## config.mk

```make
export PLATFORM = sky130hd
export DESIGN_NAME = move_cmd_generator
export DESIGN_NICKNAME = d
export VERILOG_FILES = /design/src/rtl/move_cmd_generator.sv
export SDC_FILE = /design/constraint.sdc
export NUM_CORES = 1
export LEC_CHECK = 0
export BUFFER_PORTS_ARGS = -buffer_cell sky130_fd_sc_hd__buf_2
export CELL_PAD_IN_SITES_DETAIL_PLACEMENT = 2
export CELL_PAD_IN_SITES_GLOBAL_PLACEMENT = 2
export CORE_MARGIN = 10
export CORE_UTILIZATION = 36
export DETAILED_ROUTE_END_ITERATION = 7
export PLACE_DENSITY_LB_ADDON = 0.08
export SLEW_MARGIN = 40
export SYNTH_ARGS = -nofsm -noshare
export SYNTH_HDL_FRONTEND = slang
export SYNTH_SLANG_ARGS = --single-unit
```

## constraint.sdc

```tcl
create_clock -name clk -period 1.7 [get_ports clk]
set_input_delay 0.255 -clock clk [delete_from_list [all_inputs] [get_ports clk]]
set_output_delay 0.255 -clock clk [all_outputs]
set_load 0.005 [all_outputs]
```

## src/rtl/move_cmd_generator.sv

```systemverilog
// ---------------------------------------------------------------------------
// move_cmd_generator
//
// Turns two raw direction switches into frame-paced move requests for a
// downstream piece mover. Each switch bit is synchronized, then debounced.
// A change of the debounced value to a nonzero code is a "press". Presses are
// served one per frame_tick through a small IDLE/REQ handshake FSM.
//
// Parameters
//   DEBOUNCE_CYCLES : clk cycles a synchronized value must hold to be accepted
//   CNT_W           : debounce counter width, 2**CNT_W > DEBOUNCE_CYCLES
//   REPEAT_FRAMES   : frame_ticks between auto-repeat presses
//
// Ports
//   clk        in   system clock
//   reset      in   asynchronous, active-low reset
//   switch     in   [1:0] raw asynchronous direction switches
//   frame_tick in   one-cycle pulse once per video frame
//   move_ack   in   downstream mover accepts the current request
//   move_req   out  move request pending
//   move_dir   out  [1:0] direction latched with the request
//   sw_stable  out  [1:0] debounced switch value
//   overrun    out  sticky: a frame_tick arrived while a request was outstanding
//
// Build option
//   MOVE_REPEAT_EN : when defined, a held nonzero switch value re-arms the
//                    pending press every REPEAT_FRAMES frame_ticks.
// ---------------------------------------------------------------------------
module move_cmd_generator #(
    parameter int DEBOUNCE_CYCLES = 500000,
    parameter int CNT_W           = 20,
    parameter int REPEAT_FRAMES   = 8
) (
    input  logic       clk,
    input  logic       reset,
    input  logic [1:0] switch,
    input  logic       frame_tick,
    input  logic       move_ack,
    output logic       move_req,
    output logic [1:0] move_dir,
    output logic [1:0] sw_stable,
    output logic       overrun
);

    typedef enum logic {
        IDLE = 1'b0,
        REQ  = 1'b1
    } state_t;

    logic [1:0]       swSync1_q;
    logic [1:0]       swSync2_q;
    logic [CNT_W-1:0] dbCnt_q [2];
    logic [CNT_W-1:0] dbCnt_d [2];
    logic [1:0]       stable_q;
    logic [1:0]       stable_d;
    logic             pend_q;
    logic             pend_d;
    state_t           state_q;
    state_t           state_d;
    logic [1:0]       dir_q;
    logic [1:0]       dir_d;
    logic             ovr_q;
    logic             ovr_d;
    logic             take;
    logic             stableChg;

    // Two-flop synchronizer per switch bit; nothing downstream sees the raw pins.
    always_ff @(posedge clk or negedge reset) begin
        if (!reset) begin
            swSync1_q <= 2'b00;
            swSync2_q <= 2'b00;
        end else begin
            swSync1_q <= switch;
            swSync2_q <= swSync1_q;
        end
    end

    // Per-bit debounce: the counter runs only while the synchronized bit
    // disagrees with the accepted value. On the cycle the counter already
    // reads DEBOUNCE_CYCLES-1 the new value is accepted, so a clean edge
    // lands on sw_stable 2 + DEBOUNCE_CYCLES cycles after the pin moves.
    always_comb begin
        dbCnt_d  = dbCnt_q;
        stable_d = stable_q;
        for (int b = 0; b < 2; b++) begin
            if (swSync2_q[b] == stable_q[b]) begin
                dbCnt_d[b] = '0;
            end else if (dbCnt_q[b] == CNT_W'(DEBOUNCE_CYCLES - 1)) begin
                stable_d[b] = swSync2_q[b];
                dbCnt_d[b]  = '0;
            end else begin
                dbCnt_d[b] = dbCnt_q[b] + CNT_W'(1);
            end
        end
    end

    always_ff @(posedge clk or negedge reset) begin
        if (!reset) begin
            dbCnt_q[0] <= '0;
            dbCnt_q[1] <= '0;
            stable_q   <= 2'b00;
        end else begin
            dbCnt_q[0] <= dbCnt_d[0];
            dbCnt_q[1] <= dbCnt_d[1];
            stable_q   <= stable_d;
        end
    end

    assign stableChg = (stable_d != stable_q);

`ifdef MOVE_REPEAT_EN
    localparam int REP_W = (REPEAT_FRAMES > 1) ? $clog2(REPEAT_FRAMES) : 1;

    logic [REP_W-1:0] repCnt_q;
    logic [REP_W-1:0] repCnt_d;
    logic             repFire;

    // Auto-repeat: count frame_ticks while the debounced value sits at the
    // same nonzero code, re-arming the pending press each REPEAT_FRAMES ticks.
    always_comb begin
        repCnt_d = repCnt_q;
        repFire  = 1'b0;
        if (stableChg) begin
            repCnt_d = '0;
        end else if (frame_tick && (stable_q != 2'b00)) begin
            if (repCnt_q == REP_W'(REPEAT_FRAMES - 1)) begin
                repFire  = 1'b1;
                repCnt_d = '0;
            end else begin
                repCnt_d = repCnt_q + REP_W'(1);
            end
        end
    end

    always_ff @(posedge clk or negedge reset) begin
        if (!reset) begin
            repCnt_q <= '0;
        end else begin
            repCnt_q <= repCnt_d;
        end
    end
`endif

    // Pending press flag. The FSM consuming it is applied first so a press
    // detected in the same cycle survives and waits for the next frame.
    always_comb begin
        pend_d = pend_q;
        if (take) begin
            pend_d = 1'b0;
        end
        if (stableChg) begin
            pend_d = (stable_d != 2'b00);
        end
`ifdef MOVE_REPEAT_EN
        if (repFire) begin
            pend_d = 1'b1;
        end
`endif
    end

    always_ff @(posedge clk or negedge reset) begin
        if (!reset) begin
            pend_q <= 1'b0;
        end else begin
            pend_q <= pend_d;
        end
    end

    // Request handshake. Any frame_tick seen in REQ is dropped and flagged,
    // even when it coincides with move_ack, so at most one request per tick.
    always_comb begin
        state_d = state_q;
        dir_d   = dir_q;
        ovr_d   = ovr_q;
        take    = 1'b0;
        case (state_q)
            IDLE: begin
                if (frame_tick && pend_q) begin
                    take    = 1'b1;
                    dir_d   = stable_q;
                    state_d = REQ;
                end
            end
            REQ: begin
                if (frame_tick) begin
                    ovr_d = 1'b1;
                end
                if (move_ack) begin
                    state_d = IDLE;
                end
            end
            default: begin
                state_d = IDLE;
            end
        endcase
    end

    always_ff @(posedge clk or negedge reset) begin
        if (!reset) begin
            state_q <= IDLE;
            dir_q   <= 2'b00;
            ovr_q   <= 1'b0;
        end else begin
            state_q <= state_d;
            dir_q   <= dir_d;
            ovr_q   <= ovr_d;
        end
    end

    assign move_req  = (state_q == REQ);
    assign move_dir  = dir_q;
    assign sw_stable = stable_q;
    assign overrun   = ovr_q;

endmodule

```

==> out/results.ini <==
[outcome]
status = finished, violations left
failed_checks = negative setup slack

[setup_path]
endpoint_kind = register
reg2reg_from = dbCnt_q[6]
startpoint = dbCnt_q[6]
critPathRequiredTime_ns = 1.91
startpoint_type = register
reg2reg_depth = 8
cp.arrival_ns = 2.07
path_class = reg -> reg
path_max_fanout = 5

[route]
finalWirelength_mm = 8.24
dr.pass1.iters = 4
ant_nets = 0
drt-vias-per-instance = 5.15
vias = 2136
drc = 0
wire_per_inst_um = 19.9
drtIter0Drc = 74

[floorplanning]
start_util_pct = 37.1
dieArea_um2 = 10700
row_count = 30
die_height_um = 104
io_pins = 12
fp.dieW_um = 104
core_um2 = 6790

[pwr]
p_sw_share_pct = 23.0
intPower_uw = 1780
seqPwrFrac_pct = 54.2
vdd_drop_max_mv = 0.358
switchingPower_uw = 533
power_uw = 2310
combPwrFrac_pct = 6.5
p_leak_uw = 0.00151
p_clk_share_pct = 39.3
powerDensity_nw_per_um2 = 657

[synth]
ys_top_cells_by_area = dfrtp_1, xnor2_1, nor2_1
synth_top_cell_by_area = dfrtp_1
avgSynthCellArea_um2 = 10.3
synth_cell_types = 40
syn-cell-area_um2 = 2520
async_reset_ff_share_pct = 100
netlist.area_leader.share_pct = 50.7
synth.yosys.seq_area_share_pct = 50.7
synthFlopType = dfrtp_1
yosys_warnings = 0
synth_nets = 252
synth-seq-cells = 51
syn_inst = 244
synth_edf_count = 0

[timing]
finalCriticalPeriod_ns = 1.86
finalSetupTns_ns = -2.79
hold_viol = 0
finalCritPeriodShare_pct = 110
tightestPinTransition_ns = 0.422
max_freq_mhz = 537
setup_viol_count_final = 41
skew_ns = 0.0114
relSlewSlack_pct = 71.8
setup_ws_ns = -0.162
rsz0062_at_grt = true
slew_viol_final = 0

[clocking]
clock_latency_ns = 0.31
cts_made_buffers = 5
ctsHtreeMaxLevel = 2
tritoncts = built
clk_path_buf_depth = 2
clkTransAtPathRegs_ns = 0.10
cts.sinks = 51
clockRootBuffer = clkbuf_8

[final_layout]
fin_nets = 326
areaGrowthSynthToFinish_pct = 39.6
antenna_cells = 0
final_core_util_pct = 51.8
design_area_um2 = 3520
final_cell_count_no_fill = 415
drive_gt1_share_pct = 37.0
fillers = 682

[global_routing]
antenna_found_initial = 0
grt_max_degree = 52
grt_use_total_pct = 14.8
grt_pass1_vias = 2431
grt_pass1_wl_mm = 13.1
overflow = 0

[placement]
portBuffers = 11
placed_area_um2 = 3100
placed_cells = 399
dp_hpwl_mm = 4.99
gp_congestion = 0.782

[worst_hold_path]
min-delay-start = switch[1]
holdPathStages = 1
hold_path.class = in -> reg

[run]
maxCapViolCount = 0

[layout by cell type, fill, tap and decap left out, drive strengths merged]
| cell type | instances |
|---|---|
| nand4 | 13 |
| nand3 | 13 |
| or4 | 1 |
| o311ai | 1 |
| buf | 69 |
| xor2 | 14 |
| o22ai | 1 |
| nor4 | 6 |
| mux2 | 2 |
| dfrtp | 51 |
| clkinv | 1 |
| inv | 4 |
| clkbuf | 8 |
| a211oi | 1 |
| a21o | 2 |
| o41ai | 2 |
| ha | 2 |
| o211ai | 2 |
| nand2 | 17 |
| or2 | 2 |
| o221ai | 1 |
| and4 | 6 |
| or4b | 1 |
| o21ai | 3 |
| xnor2 | 24 |
| and3 | 2 |
| nor2 | 49 |
| and2 | 1 |
| nor3 | 9 |
| bufinv | 1 |
| dlygate4sd3 | 1 |
| and4bb | 1 |
| o21ba | 1 |
| nand2b | 3 |
| or3 | 1 |
| nor4b | 3 |
[power groups by stage]
| stage | Sequential, uW | Combinational (uW) | Clock [uW] |
|---|---|---|---|
| finish | 1250 | 150 | 909 |
| global route | 1260 | 166 | 978 |
| CTS | 1250 | 133 | 935 |
| detailed placement | 1280 | 118 | 0 |
| global placement | 1270 | 111 | 0 |
| floorplan | 1270 | 45.3 | 0 |
[per-layer routing]
metal	part of all wire, %	up-vias	global-route usage, %
met4	2.2	0	3.93
met5	0	-	0
met2	55	19	27.8
met1	41	1107	17.0
li1	-	997	-
met3	1.7	13	2.04
[critical path, cell delays in order (launching register included)]
cell       delay [ns]
dfrtp_1          0.41
nor4b_2          0.33
buf_4            0.18
nand4_1          0.12
or2_4            0.30
nand2b_4         0.10
buf_6            0.12
clkbuf_16        0.16
nor2_4           0.03
[through the flow]
step                setup WS (ns)  hold slack (ns)
floorplan                 -0.0210          -0.0406
global placement          -0.0764            0.272
detailed placement         -0.169            0.274
CTS                        -0.113           0.0350
global route               -0.247           0.0388
finish                     -0.162           0.0471
[synthesized netlist by cell type (2+ instances only)]
cell type	count
nor4b_1	2
nand2b_1	3
a21o_1	2
inv_1	4
nand4_1	11
buf_2	2
nor2_1	49
nand4_2	2
nand2_1	17
nand3_1	13
ha_1	2
nor4_1	5
xor2_1	14
buf_6	3
o21ai_0	3
xnor2_1	24
and4_1	5
nor3_1	9
mux2_2	2
o41ai_1	2
dfrtp_1	51
[final timing paths]
path	end	slack [ns]
max	dbCnt_q[7]	-0.16
min	swSync1_q[1]	0.05
max reg2reg	dbCnt_q[7]	-0.16
min reg2reg	swSync2_q[0]	0.36
max in group asynchronous	dbCnt_q[32]	0.99
min in group asynchronous	dbCnt_q[0]	0.46
[sequential cells by signal, indices dropped and copies added (netlist names)]
name       flops
swSync2_q      2
sw_stable      2
dbCnt_q       40
swSync1_q      2
move_dir       2
pend_q         1
move_req       1
overrun        1
[layout make-up]
type	count	area, um2	area share, %
tap	96	120	3.42
clock buffer	6	82.6	2.35
inverter	4	15.0	0.427
sequential	51	1280	36.3
clock inverter	2	35.0	0.996
timing repair buffer	72	608	17.3
multi-input combinational	184	1380	39.2
[cell families after synthesis]
| logic type | after synthesis | share of synthesized area, % |
|---|---|---|
| XOR/XNOR | 38 | 13.2 |
| AO/OA/AOI/OAI | 14 | 4.32 |
| multiplexers | 2 | 0.894 |
| AND/OR/NAND/NOR | 128 | 27.6 |
| adder cells (fa/ha/maj) | 2 | 0.993 |
| buffers and inverters | 9 | 2.33 |
| flip-flops | 51 | 50.7 |
[what timing repair did]
| action | 4_1_cts | 5_1_grt |
|---|---|---|
| hold buffers | 1 | 0 |
| buffers inserted | 3 | 2 |
| cloned | 1 | 2 |
| pin swaps | 7 | 8 |
| resized for setup | 18 | 23 |
| hold endpoints to repair | 51 | 0 |
| setup endpoints to repair | 41 | 42 |
Note: power is estimated with default switching activity, not from simulation.
